**src/rtl/jtag_host_shifter.sv**
```systemverilog
// JTAG host shifter: runs DR/IR scans and TAP resets as TCK bit sequences that
// start and end in Run-Test/Idle, all timed from CLOCK_50.
module jtag_host_shifter #(
    parameter int TCK_HALF = 2,
    parameter int MAX_LEN  = 32
) (
    input  logic               CLOCK_50,
    input  logic               reset,
    input  logic               cmd_valid,
    input  logic [1:0]         cmd_op,
    input  logic [5:0]         cmd_len,
    input  logic [MAX_LEN-1:0] cmd_data,
    output logic               cmd_ready,
    output logic               rsp_done,
    output logic               rsp_err,
    output logic [MAX_LEN-1:0] rsp_data,
    output logic               jtag_tck,
    output logic               jtag_tms,
    output logic               jtag_tdi,
    input  logic               jtag_tdo
);

    localparam int HW     = (TCK_HALF > 1) ? $clog2(TCK_HALF) : 1;
    localparam int BW_RAW = $clog2(MAX_LEN + 7);
    localparam int BW     = (BW_RAW > 7) ? BW_RAW : 7;
    localparam logic [HW-1:0] HALF_LAST = HW'(TCK_HALF - 1);
    localparam logic [6:0]    LEN_MAX   = 7'(MAX_LEN);

    typedef enum logic [1:0] {IDLE, LOW, HIGH, DONE} state_t;

    state_t             state_q, state_n;
    logic [HW-1:0]      half_q, half_n;
    logic [BW-1:0]      bit_q, bit_n;
    logic [BW-1:0]      start_q, start_n;
    logic [BW-1:0]      end_q, end_n;
    logic [BW-1:0]      last_q, last_n;
    logic               is_reset_q, is_reset_n;
    logic               is_ir_q, is_ir_n;
    logic [5:0]         len_q, len_n;
    logic [MAX_LEN-1:0] tx_q, tx_n;
    logic [MAX_LEN-1:0] rx_q, rx_n;
    logic [MAX_LEN-1:0] rsp_q, rsp_n;
    logic               tck_q, tck_n;
    logic               tms_q, tms_n;
    logic               tdi_q, tdi_n;
    logic               ready_q, ready_n;
    logic               done_q, done_n;
    logic               err_q, err_n;
    logic               tdo_s1, tdo_s2;

    logic [BW-1:0] nxt_bit;
    logic          cur_shift, nxt_shift, nxt_tms, reject;
    logic [BW-1:0] acc_start, acc_end;

    // Shift bits occupy [start_q, end_q); the two bits after them exit via Exit1/Update.
    always_comb begin
        nxt_bit   = bit_q + BW'(1);
        cur_shift = !is_reset_q && (bit_q >= start_q) && (bit_q < end_q);
        nxt_shift = !is_reset_q && (nxt_bit >= start_q) && (nxt_bit < end_q);
        if (is_reset_q) begin
            nxt_tms = (nxt_bit < BW'(5));
        end else begin
            nxt_tms = (nxt_bit < (is_ir_q ? BW'(2) : BW'(1)))
                   || (nxt_bit == end_q - BW'(1))
                   || (nxt_bit == end_q);
        end
        reject    = (cmd_op == 2'b11)
                 || ((cmd_op != 2'b10) && ((cmd_len == '0) || ({1'b0, cmd_len} > LEN_MAX)));
        acc_start = (cmd_op == 2'b01) ? BW'(4) : BW'(3);
        acc_end   = acc_start + BW'(cmd_len);
    end

    always_comb begin
        state_n    = state_q;
        half_n     = half_q;
        bit_n      = bit_q;
        start_n    = start_q;
        end_n      = end_q;
        last_n     = last_q;
        is_reset_n = is_reset_q;
        is_ir_n    = is_ir_q;
        len_n      = len_q;
        tx_n       = tx_q;
        rx_n       = rx_q;
        rsp_n      = rsp_q;
        tck_n      = tck_q;
        tms_n      = tms_q;
        tdi_n      = tdi_q;
        ready_n    = ready_q;
        done_n     = 1'b0;
        err_n      = 1'b0;

        case (state_q)
            IDLE: begin
                ready_n = 1'b1;
                tck_n   = 1'b0;
                tms_n   = 1'b0;
                tdi_n   = 1'b0;
            end
            LOW: begin
                if (half_q == HALF_LAST) begin
                    state_n = HIGH;
                    half_n  = '0;
                    tck_n   = 1'b1;
                end else begin
                    half_n = half_q + HW'(1);
                end
            end
            HIGH: begin
                if (half_q == HALF_LAST) begin
                    half_n = '0;
                    tck_n  = 1'b0;
                    if (cur_shift) begin
                        rx_n = {tdo_s2, rx_q[MAX_LEN-1:1]};
                    end
                    if (bit_q == last_q) begin
                        state_n = DONE;
                        tms_n   = 1'b0;
                        tdi_n   = 1'b0;
                        done_n  = 1'b1;
                        ready_n = 1'b1;
                        // Captured bits arrive MSB-first into rx_q; right-align to bit 0.
                        rsp_n   = is_reset_q ? '0 : (rx_q >> (MAX_LEN - int'(len_q)));
                    end else begin
                        state_n = LOW;
                        bit_n   = nxt_bit;
                        tms_n   = nxt_tms;
                        if (nxt_shift) begin
                            tdi_n = tx_q[0];
                            tx_n  = tx_q >> 1;
                        end else begin
                            tdi_n = 1'b0;
                        end
                    end
                end else begin
                    half_n = half_q + HW'(1);
                end
            end
            DONE: begin
                state_n = IDLE;
                ready_n = 1'b1;
            end
            default: state_n = IDLE;
        endcase

        if (cmd_valid && ready_q) begin
            tck_n = 1'b0;
            tdi_n = 1'b0;
            if (reject) begin
                state_n = DONE;
                tms_n   = 1'b0;
                done_n  = 1'b1;
                err_n   = 1'b1;
                ready_n = 1'b1;
            end else begin
                state_n    = LOW;
                ready_n    = 1'b0;
                half_n     = '0;
                bit_n      = '0;
                tms_n      = 1'b1;
                is_reset_n = (cmd_op == 2'b10);
                is_ir_n    = (cmd_op == 2'b01);
                len_n      = cmd_len;
                start_n    = acc_start;
                end_n      = acc_end;
                last_n     = (cmd_op == 2'b10) ? BW'(5) : acc_end + BW'(1);
                tx_n       = cmd_data;
                rx_n       = '0;
            end
        end
    end

    always_ff @(posedge CLOCK_50 or posedge reset) begin
        if (reset) begin
            state_q    <= IDLE;
            half_q     <= '0;
            bit_q      <= '0;
            start_q    <= '0;
            end_q      <= '0;
            last_q     <= '0;
            is_reset_q <= 1'b0;
            is_ir_q    <= 1'b0;
            len_q      <= '0;
            tx_q       <= '0;
            rx_q       <= '0;
            rsp_q      <= '0;
            tck_q      <= 1'b0;
            tms_q      <= 1'b1;
            tdi_q      <= 1'b0;
            ready_q    <= 1'b0;
            done_q     <= 1'b0;
            err_q      <= 1'b0;
        end else begin
            state_q    <= state_n;
            half_q     <= half_n;
            bit_q      <= bit_n;
            start_q    <= start_n;
            end_q      <= end_n;
            last_q     <= last_n;
            is_reset_q <= is_reset_n;
            is_ir_q    <= is_ir_n;
            len_q      <= len_n;
            tx_q       <= tx_n;
            rx_q       <= rx_n;
            rsp_q      <= rsp_n;
            tck_q      <= tck_n;
            tms_q      <= tms_n;
            tdi_q      <= tdi_n;
            ready_q    <= ready_n;
            done_q     <= done_n;
            err_q      <= err_n;
        end
    end

    always_ff @(posedge CLOCK_50 or posedge reset) begin
        if (reset) begin
            tdo_s1 <= 1'b0;
            tdo_s2 <= 1'b0;
        end else begin
            tdo_s1 <= jtag_tdo;
            tdo_s2 <= tdo_s1;
        end
    end

    assign cmd_ready = ready_q;
    assign rsp_done  = done_q;
    assign rsp_err   = err_q;
    assign rsp_data  = rsp_q;
    assign jtag_tck  = tck_q;
    assign jtag_tms  = tms_q;
    assign jtag_tdi  = tdi_q;

endmodule

```
**config.mk**
```make
export PLATFORM = sky130hd
export DESIGN_NAME = jtag_host_shifter
export DESIGN_NICKNAME = d
export VERILOG_FILES = /design/src/rtl/jtag_host_shifter.sv
export SDC_FILE = /design/constraint.sdc
export NUM_CORES = 1
export LEC_CHECK = 0
export CAP_MARGIN = 20
export CORE_ASPECT_RATIO = 2
export CORE_MARGIN = 5
export CORE_UTILIZATION = 25
export DETAILED_ROUTE_END_ITERATION = 8
export SETUP_SLACK_MARGIN = 0.2
export SLEW_MARGIN = 40
export SYNTH_ARGS = -nofsm -noshare
export SYNTH_HDL_FRONTEND = slang
export SYNTH_SLANG_ARGS = --single-unit
```
**constraint.sdc**
```tcl
create_clock -name CLOCK_50 -period 11.85 [get_ports CLOCK_50]
set_input_delay 1.7775 -clock CLOCK_50 [delete_from_list [all_inputs] [get_ports CLOCK_50]]
set_output_delay 1.7775 -clock CLOCK_50 [all_outputs]
set_load 0.005 [all_outputs]
```
==> impl_metrics.env, run 1 <==
export IMPL_critical_path_class="in2reg"
export IMPL_mappedNetlistNets=935
export IMPL_grt_antenna_before_repair=0
export IMPL_place_hpwl_um=18600
export IMPL_gr_usage_all_layers_pct=13.4
export IMPL_async_flop_share_pct=100
export IMPL_total_overflow_reported_by_the_global_router=0
export IMPL_cts_buffers_inserted=17
export IMPL_die_h_um=267
export IMPL_clock_sinks=137
export IMPL_p_leak_nw=4.04
export IMPL_hold_start="tdo_s1"
export IMPL_die_width_um=138
export IMPL_post_cts_gate_resize_count=0
export IMPL_placement_stage_worst_setup_slack_ns=7.28
export IMPL_hold_buffers=0
export IMPL_postLayoutCoreUtil_pct=30.6
export IMPL_max_slew_vio_count=0
export IMPL_r2r_setup_slack_ns=8.14
export IMPL_finalWeightedCongestion=0.905
export IMPL_path_clk_slew_ns=0.06
export IMPL_maxCapViolCount=0
export IMPL_clk_insertion_delay_late_ns=0.43
export IMPL_fin_crit_sh_pct=35.1
export IMPL_finalHoldViolCount=0
export IMPL_timing_slew_headroom_pct=46.1
export IMPL_yosysUniqueCellTypes=59
export IMPL_drt_first_pass_iters=7
export IMPL_final_nets=988
export IMPL_arrival_worst_endpoint_ns=4.43
export IMPL_setup_worst_path_end_class="flop"
export IMPL_setup_violations=0
export IMPL_most_common_layout_cells="sky130_fd_sc_hd__dfrtp_1 (136), sky130_fd_sc_hd__clkdlybuf4s50_1 (81), sky130_fd_sc_hd__o21ai_0 (78), sky130_fd_sc_hd__a21oi_1 (78), sky130_fd_sc_hd__nand2_1 (72)"
export IMPL_layout_drive_gt1_share_pct=9.97
export IMPL_powerDensity_nw_per_um2=196
export IMPL_max_vdd_ir_drop_mv=0.100
export IMPL_tightest_pin_transition_ns=0.806
export IMPL_flop_and_latch_count_out_of_synthesis=137
export IMPL_layout_overhead_on_the_synthesized_area_pct=21.7
export IMPL_critical_path_max_fanout=73
export IMPL_yosys_warnings=0
export IMPL_reg2reg_to="tx_q[22]"
export IMPL_number_of_diodes_added_for_antenna_fixing=0
export IMPL_first_pass_grt_wire_length_um=39000
export IMPL_worst_setup_path_startpoint="cmd_len[3]"
export IMPL_fin_tns_setup_ns=0
export IMPL_setup_skew_ns=0.0146
export IMPL_starting_density_of_the_core_pct=25.2
export IMPL_route_antenna_remaining_nets=0
export IMPL_core_area_um2=32700
export IMPL_dieArea_um2=36900
export IMPL_avgSynthCellArea_um2=9.59
export IMPL_cts_max_level=4
export IMPL_port_buffers=81
export IMPL_mostFrequentLayoutCell="sky130_fd_sc_hd__dfrtp_1"
export IMPL_worst_r2r_path_depth=10
export IMPL_synth_edff_count=0
export IMPL_detail_route_vias_per_cell=5.03
export IMPL_finalWorstPathRequiredPeriod_ns=4.16
export IMPL_design_portCount=82
export IMPL_detail_route_iter0_violations=313
export IMPL_rsz0062_at_grt="false"
export IMPL_synth_yosys_seq_area_share_pct=41.7
export IMPL_syn_instance_count=858
export IMPL_postSynth_topFlopCell="sky130_fd_sc_hd__dfrtp_1"
export IMPL_cts_root_buf="sky130_fd_sc_hd__clkbuf_16"
export IMPL_clock_tree_buffer_depth=2
export IMPL_cts_setup_buffers=0
export IMPL_max_clock_freq_mhz=240
export IMPL_drc_errors=0
export IMPL_count_of_standard_cell_rows=94
export IMPL_largest_net_degree_at_the_start_of_global_routing=90
export IMPL_timing_final_ws_setup_ns=7.69
export IMPL_required_ns=12.12
export IMPL_vias=6818
export IMPL_number_of_global_route_vias_before_repair=7052
export IMPL_synthesis_area_um2=8230
export IMPL_clock_tree_from_tritoncts="yes"
export IMPL_endpoint="tx_q[9]"
export IMPL_reg2reg_from="bit_q[0]"
export IMPL_start_kind="primary input"
export IMPL_run_status="completed"
export IMPL_post_drt_wl_per_cell_um=18.3
export IMPL_timing_hold_worst_class="reg2reg"
export IMPL_finalWirelength_um=24800
[flip-flops by register name, indices dropped and copies added, names as in the netlist]
register    cells
rsp_done        1
cmd_ready       1
jtag_tdi        1
is_reset_q      1
rsp_err         1
jtag_tms        1
last_q          7
bit_q           7
jtag_tck        1
tdo_s2          1
tdo_s1          1
tx_q           32
half_q          1
end_q           7
len_q           6
state_q         2
is_ir_q         1
rsp_data       32
start_q         1
rx_q           32
[metrics by stage]
stage          instances  cell area, um2  total power [W]  hold WS, ns
5_1_grt             1355           10000          0.00209        0.354
3_5_place_dp        1323            9420          0.00144        0.335
4_1_cts             1354           10000          0.00198        0.348
2_1_floorplan        858            8230          0.00123        0.331
6_report            1355           10000          0.00197        0.347
3_3_place_gp        1323            9410          0.00142        0.338
[power by group]
part	switching, W	internal, W
Clock	0.000204	0.000328
Combinational	0.000465	0.000306
Sequential	0.0000934	0.000571
[synth_stat cells (4+ instances only)]
cell,n,area [um2]
sky130_fd_sc_hd__o21ai_0,78,390
sky130_fd_sc_hd__nand2_1,74,278
sky130_fd_sc_hd__nand2b_1,5,31.3
sky130_fd_sc_hd__nor3_1,8,40.0
sky130_fd_sc_hd__nor2b_1,4,25.0
sky130_fd_sc_hd__mux2i_1,55,551
sky130_fd_sc_hd__a21oi_1,78,390
sky130_fd_sc_hd__ha_1,32,400
sky130_fd_sc_hd__mux2_2,24,270
sky130_fd_sc_hd__o2bb2ai_1,6,52.6
sky130_fd_sc_hd__mux4_2,14,315
sky130_fd_sc_hd__a22oi_1,15,113
sky130_fd_sc_hd__o221ai_1,5,43.8
sky130_fd_sc_hd__buf_2,18,90.1
sky130_fd_sc_hd__inv_1,24,90.1
sky130_fd_sc_hd__a21o_1,7,52.6
sky130_fd_sc_hd__nor2_1,62,233
sky130_fd_sc_hd__a22o_1,16,140
sky130_fd_sc_hd__dfrtp_1,136,3400
sky130_fd_sc_hd__o21a_1,6,45.0
sky130_fd_sc_hd__nand3_1,44,220
sky130_fd_sc_hd__xnor2_1,31,272
sky130_fd_sc_hd__o22ai_1,11,68.8
sky130_fd_sc_hd__nand4_1,5,31.3
sky130_fd_sc_hd__o21ai_1,5,25.0
sky130_fd_sc_hd__clkbuf_1,33,124
sky130_fd_sc_hd__xor2_1,10,87.6
[metal layers]
layer / track usage [%] / vias to the layer above / wire [um]
met5: 0 / - / 0
met1: 12.4 / 3346 / 8350
met2: 26.5 / 197 / 14100
li1: - / 3200 / -
met4: 8.85 / 0 / 1540
met3: 2.22 / 75 / 735
[worst max-delay path, cell delays in order]
cell                              delay [ns]
sky130_fd_sc_hd__clkdlybuf4s50_1        0.51
sky130_fd_sc_hd__or4_1                  0.61
sky130_fd_sc_hd__o21a_1                 0.20
sky130_fd_sc_hd__o31a_1                 0.32
sky130_fd_sc_hd__or2_2                  0.36
sky130_fd_sc_hd__buf_4                  0.35
sky130_fd_sc_hd__nor2_1                 0.20
sky130_fd_sc_hd__a21oi_1                0.06
[logic make-up (layout without fill, tap and decap cells)]
| logic type | count (synthesis) | count (layout) | share of synthesized area (%) |
|---|---|---|---|
| and+or+nand+nor | 223 | 223 | 12.4 |
| muxes | 93 | 93 | 13.8 |
| DFF | 137 | 137 | 41.7 |
| adders and majority gates | 33 | 33 | 5.11 |
| AOI/OAI and AO/OA | 249 | 249 | 18.3 |
| buffers and inverters | 81 | 146 | 4.24 |
| xor gates and xnor gates | 42 | 42 | 4.56 |
[worst min path at each step]
| stage | endpoint | slack [ns] | cells after the start |
|---|---|---|---|
| floorplan | tdo_s2 | 0.33 | 0 |
| global placement | tdo_s2 | 0.34 | 0 |
| detailed placement | tdo_s2 | 0.33 | 0 |
| CTS | tdo_s2 | 0.35 | 0 |
| global route | tdo_s2 | 0.35 | 0 |
| finish | tdo_s2 | 0.35 | 0 |
[layout make-up]
cell class                 instances  area (um2)
tap                              432         541
fill                            3483       22700
inverter                          25         101
multi-input combinational        640        4480
clock buffer                      18         429
timing repair buffer              90         878
sequential                       137        3430
clock inverter                    13         155
(Power assumes the default switching activity.)
==> inputs of run 2 (changes only) <==
Clock period 11.85 ns to 3.95 ns, I/O delays scaled along.
==> impl_metrics.env, run 2 (synthesized netlist as in run 1, its figures left out) <==
export IMPL_port_buffers=81
export IMPL_layout_drive_gt1_share_pct=10.8
export IMPL_finalWirelength_um=24700
export IMPL_most_common_layout_cells="sky130_fd_sc_hd__dfrtp_1 (136), sky130_fd_sc_hd__clkdlybuf4s50_1 (81), sky130_fd_sc_hd__o21ai_0 (78), sky130_fd_sc_hd__a21oi_1 (78), sky130_fd_sc_hd__nand2_1 (73)"
export IMPL_hold_buffers=0
export IMPL_rsz0062_at_grt="false"
export IMPL_setup_skew_ns=0.0109
export IMPL_post_drt_wl_per_cell_um=18.1
export IMPL_critical_path_max_fanout=29
export IMPL_critical_path_max_stage_delay_ns=0.66
export IMPL_place_hpwl_um=18800
export IMPL_total_overflow_reported_by_the_global_router=0
export IMPL_drt_first_pass_iters=5
export IMPL_max_clock_freq_mhz=329
export IMPL_cts_root_buf="sky130_fd_sc_hd__clkbuf_16"
export IMPL_post_cts_gate_resize_count=0
export IMPL_vias=6864
export IMPL_worstHoldPathCells=0
export IMPL_timing_final_ws_setup_ns=0.913
export IMPL_critical_path_class="reg2reg"
export IMPL_multi_input_area_um2=4480
export IMPL_max_vdd_ir_drop_mv=0.308
export IMPL_timing_hold_worst_class="reg2reg"
export IMPL_area_sequential_um2=3430
export IMPL_tightest_pin_transition_ns=0.749
export IMPL_number_of_global_route_vias_before_repair=7157
export IMPL_r2r_setup_slack_ns=0.91
export IMPL_first_pass_grt_wire_length_um=39100
export IMPL_powerDensity_nw_per_um2=601
export IMPL_finalWorstPathRequiredPeriod_ns=3.04
export IMPL_clock_tree_buffer_depth=2
export IMPL_final_nets=998
export IMPL_layout_overhead_on_the_synthesized_area_pct=23.9
export IMPL_design_portCount=82
export IMPL_max_slew_vio_count=0
export IMPL_largest_net_degree_at_the_start_of_global_routing=96
export IMPL_die_h_um=267
export IMPL_hold_end="tdo_s2"
export IMPL_timing_slew_headroom_pct=49.7
export IMPL_detail_route_vias_per_cell=5.02
export IMPL_detail_route_iter0_violations=343
export IMPL_maxCapViolCount=0
export IMPL_required_ns=4.32
export IMPL_slowest_stage="sky130_fd_sc_hd__nand4b_1"
export IMPL_gr_usage_all_layers_pct=13.4
export IMPL_start_kind="flop"
export IMPL_route_antenna_remaining_nets=0
export IMPL_count_of_standard_cell_rows=94
export IMPL_placement_stage_worst_setup_slack_ns=0.687
export IMPL_cts_setup_buffers=0
export IMPL_fillerInstances=3473
export IMPL_finalWeightedCongestion=0.899
export IMPL_worst_r2r_path_depth=7
export IMPL_setup_worst_path_end_class="flop"
export IMPL_critPathTopFamily="simple AND/OR/NAND/NOR gates"
export IMPL_fin_crit_sh_pct=76.9
export IMPL_number_of_diodes_added_for_antenna_fixing=0
export IMPL_mostFrequentLayoutCell="sky130_fd_sc_hd__dfrtp_1"
export IMPL_setup_violations=0
export IMPL_reg2reg_to="rsp_data[27]"
export IMPL_crit_path_cell_trace="buf_4 -> nor3_1 -> nor3b_1 -> xnor2_1 -> nand4b_1 -> nor2_1 -> a22o_1"
export IMPL_die_width_um=138
export IMPL_clock_sinks=137
export IMPL_clock_tree_from_tritoncts="yes"
export IMPL_arrival_worst_endpoint_ns=3.40
export IMPL_cts_max_level=4
export IMPL_critPathBufInv=1
export IMPL_run_status="completed"
export IMPL_clk_insertion_delay_late_ns=0.43
export IMPL_drc_errors=0
export IMPL_hold_start="tdo_s1"
export IMPL_dieArea_um2=36900
export IMPL_cts_buffers_inserted=17
export IMPL_reg2reg_from="len_q[0]"
export IMPL_p_leak_nw=4.13
export IMPL_starting_density_of_the_core_pct=25.2
export IMPL_finalHoldViolCount=0
export IMPL_core_area_um2=32700
export IMPL_grt_antenna_before_repair=0
export IMPL_fin_tns_setup_ns=0
export IMPL_path_clk_slew_ns=0.06
export IMPL_worst_setup_path_startpoint="len_q[0]"
==> run 2: cell types whose count changed in the layout (fill, tap and decap cells not counted), moves of 2 or more <==
cell,change
sky130_fd_sc_hd__clkinv_2,-4
sky130_fd_sc_hd__buf_12,+4
sky130_fd_sc_hd__buf_4,+6
sky130_fd_sc_hd__clkinvlp_4,+2
sky130_fd_sc_hd__bufinv_16,+2
sky130_fd_sc_hd__inv_6,+3
==> run 2: per-stage QoR <==
step           hold WS [ns]  cells  util [%]  area, um2  total power (W)
5_1_grt               0.365   1366      31.2      10200          0.00651
4_1_cts               0.353   1366      31.2      10200          0.00616
3_3_place_gp          0.338   1334      29.2       9540          0.00430
6_report              0.350   1366      31.2      10200          0.00613
2_1_floorplan         0.331    858         -       8240          0.00368
3_5_place_dp          0.339   1334      29.2       9540          0.00437
==> run 2: where the power goes <==
part | switching [W] | internal [W]
sequential | 0.000260 | 0.00171
combinational | 0.00142 | 0.000966
clock | 0.000649 | 0.00112
==> run 2: area by class of cell <==
cell class | count | area share [%]
clock buffers | 18 | 4.21
inverters | 25 | 0.957
well taps | 432 | 5.30
clock inverters | 14 | 2.16
repair buffers | 100 | 9.84
multi-input cells | 640 | 43.9
flip-flops and latches | 137 | 33.6
==> run 2: how the worst max path moves through the flow <==
stage / end / slack [ns] / depth (start not counted)
finish: rsp_data[27] / 0.91 / 7
global route: rsp_data[26] / 0.64 / 7
CTS: rsp_data[24] / 0.89 / 7
detailed placement: tx_q[0] / 0.69 / 8
global placement: tx_q[7] / 0.75 / 8
floorplan: rsp_data[3] / 1.09 / 12
==> run 2: per-layer routing <==
metal  vias to the layer above  track usage, %  part of all wire (%)
met4                         0            8.69                   6.1
met1                      3391            12.4                    34
met5                         -               0                     0
met2                       169            26.3                    57
met3                        70            2.46                   2.6
li1                       3234               -                     -
==> run 2: worst reg2reg max path: cells and delay by family (launching register included) <==
kind	cells	cell delay, ns
AO/OA/AOI/OAI	1	0.18
XOR/XNOR	1	0.23
buffers and inverters	1	0.28
flip-flops	1	0.39
AND/OR/NAND/NOR	4	1.90
==> inputs of run 3 (changes only) <==
Clock period 3.95 ns to 2.6 ns, I/O delays scaled along.
==> impl_metrics.env, run 3 (synthesized netlist as in run 1, its figures left out) <==
export IMPL_max_clock_freq_mhz=367
export IMPL_core_area_um2=32700
export IMPL_die_h_um=267
export IMPL_number_of_diodes_added_for_antenna_fixing=0
export IMPL_fin_tns_setup_ns=-1.02
export IMPL_p_leak_nw=4.88
export IMPL_detail_route_iter0_violations=437
export IMPL_detail_route_vias_per_cell=5.04
export IMPL_total_power_w=0.0110
export IMPL_path_clk_slew_ns=0.06
export IMPL_start_kind="flop"
export IMPL_final_nets=1110
export IMPL_port_buffers=81
export IMPL_worstHoldPathCells=0
export IMPL_setup_skew_ns=0.0106
export IMPL_clock_tree_from_tritoncts="yes"
export IMPL_maxCapViolCount=0
export IMPL_most_common_layout_cells="sky130_fd_sc_hd__dfrtp_1 (132), sky130_fd_sc_hd__buf_4 (99), sky130_fd_sc_hd__clkdlybuf4s50_1 (81)"
export IMPL_layout_overhead_on_the_synthesized_area_pct=45.4
export IMPL_run_status="finished, violations left"
export IMPL_finalWirelength_um=28800
export IMPL_count_of_standard_cell_rows=94
export IMPL_most_utilized_layer_in_the_global_route_result="met2"
export IMPL_hold_start="tdo_s1"
export IMPL_layout_drive_gt1_share_pct=27.8
export IMPL_fin_crit_sh_pct=105
export IMPL_met3_usage_pct=2.51
export IMPL_required_ns=2.90
export IMPL_finalWorstPathRequiredPeriod_ns=2.72
export IMPL_route_antenna_remaining_nets=0
export IMPL_first_pass_grt_wire_length_um=43400
export IMPL_max_vdd_ir_drop_mv=0.403
export IMPL_stdcell_area_um2=12000
export IMPL_cts_buffers_inserted=17
export IMPL_gr_usage_all_layers_pct=15.1
export IMPL_powerDensity_nw_per_um2=922
export IMPL_max_slew_vio_count=0
export IMPL_timing_slew_headroom_pct=61.3
export IMPL_violations_in_the_final_reports="setup timing"
export IMPL_reg2reg_from="bit_q[0]"
export IMPL_place_hpwl_um=20800
export IMPL_worst_setup_path_startpoint="bit_q[0]"
export IMPL_mostFrequentLayoutCell="sky130_fd_sc_hd__dfrtp_1"
export IMPL_clk_insertion_delay_late_ns=0.43
export IMPL_met1_usage_pct=13.0
export IMPL_placement_stage_worst_setup_slack_ns=-0.171
export IMPL_met2_usage_pct=30.4
export IMPL_starting_density_of_the_core_pct=25.2
export IMPL_design_portCount=82
export IMPL_cts_max_level=4
export IMPL_cts_root_buf="sky130_fd_sc_hd__clkbuf_16"
export IMPL_setup_worst_path_end_class="flop"
export IMPL_clock_tree_buffer_depth=2
export IMPL_postLayoutCoreUtil_pct=36.6
export IMPL_drc_errors=0
export IMPL_vias=7443
export IMPL_grt_antenna_before_repair=0
export IMPL_setup_violations=25
export IMPL_total_overflow_reported_by_the_global_router=0
export IMPL_rsz0062_at_grt="true"
export IMPL_largest_net_degree_at_the_start_of_global_routing=52
export IMPL_critical_path_max_fanout=9
export IMPL_timing_final_ws_setup_ns=-0.123
export IMPL_timing_hold_worst_class="reg2reg"
export IMPL_dieArea_um2=36900
export IMPL_worst_r2r_path_depth=11
export IMPL_tightest_pin_transition_ns=0.580
export IMPL_finalWeightedCongestion=0.915
export IMPL_post_drt_wl_per_cell_um=19.5
export IMPL_hold_buffers=0
export IMPL_clock_sinks=137
export IMPL_drt_first_pass_iters=5
export IMPL_die_width_um=138
export IMPL_post_dp_cell_area_um2=10300
export IMPL_critical_path_class="reg2reg"
export IMPL_number_of_global_route_vias_before_repair=7894
export IMPL_arrival_worst_endpoint_ns=3.02
export IMPL_finalHoldViolCount=0
==> run 3: worst max-delay path: stages (launching register included) <==
cell                       delay [ns]
sky130_fd_sc_hd__dfrtp_2         0.41
sky130_fd_sc_hd__ha_4            0.17
sky130_fd_sc_hd__nand3_4         0.13
sky130_fd_sc_hd__nor2_2          0.13
sky130_fd_sc_hd__xor2_1          0.21
sky130_fd_sc_hd__ha_1            0.30
sky130_fd_sc_hd__a211oi_2        0.26
sky130_fd_sc_hd__and4b_4         0.37
sky130_fd_sc_hd__buf_12          0.14
sky130_fd_sc_hd__buf_16          0.13
sky130_fd_sc_hd__mux2i_1         0.22
sky130_fd_sc_hd__a21oi_1         0.11
==> run 3: power by group <==
part	leakage, nW	switching, W	internal [W]	total (W)
clock	0.306	0.000958	0.00165	0.00261
sequential	1.75	0.000438	0.00260	0.00304
combinational	2.83	0.00285	0.00254	0.00539
total	4.88	0.00424	0.00680	0.0110
==> run 3: through the flow <==
step | std cells | hold slack [ns]
6_report | 1478 | 0.350
5_1_grt | 1478 | 0.365
4_1_cts | 1462 | 0.356
3_5_place_dp | 1412 | 0.342
3_3_place_gp | 1412 | 0.338
2_1_floorplan | 858 | 0.331
==> run 3: timing repair <==
action	CTS	global route
pin swaps	20	25
cloned	3	2
gates resized for setup	41	84
setup endpoints to repair	86	97
buffers inserted	15	14
==> run 3: layout make-up <==
| type | count | area, um2 |
|---|---|---|
| Clock buffer | 20 | 457 |
| Clock inverter | 12 | 173 |
| Fill cell | 3279 | 20700 |
| Inverter | 25 | 109 |
| Multi-Input combinational cell | 640 | 5110 |
| Sequential cell | 137 | 3430 |
| Tap cell | 432 | 541 |
| Timing Repair Buffer | 212 | 2150 |
==> run 3: path summary, 6_finish.rpt <==
check,end,slack (ns)
setup / recovery,tx_q[16],-0.12
hold / removal,tdo_s2,0.35
setup reg to reg,tx_q[16],-0.12
hold reg to reg,tdo_s2,0.35
max in group asynchronous,rx_q[2],1.55
min in group asynchronous,rsp_err,0.36
==> run 3: per-layer routing <==
| layer | vias up | wire length [um] |
|---|---|---|
| met5 | - | 0 |
| met2 | 233 | 16600 |
| li1 | 3453 | - |
| met4 | 0 | 2290 |
| met3 | 107 | 888 |
| met1 | 3650 | 9050 |
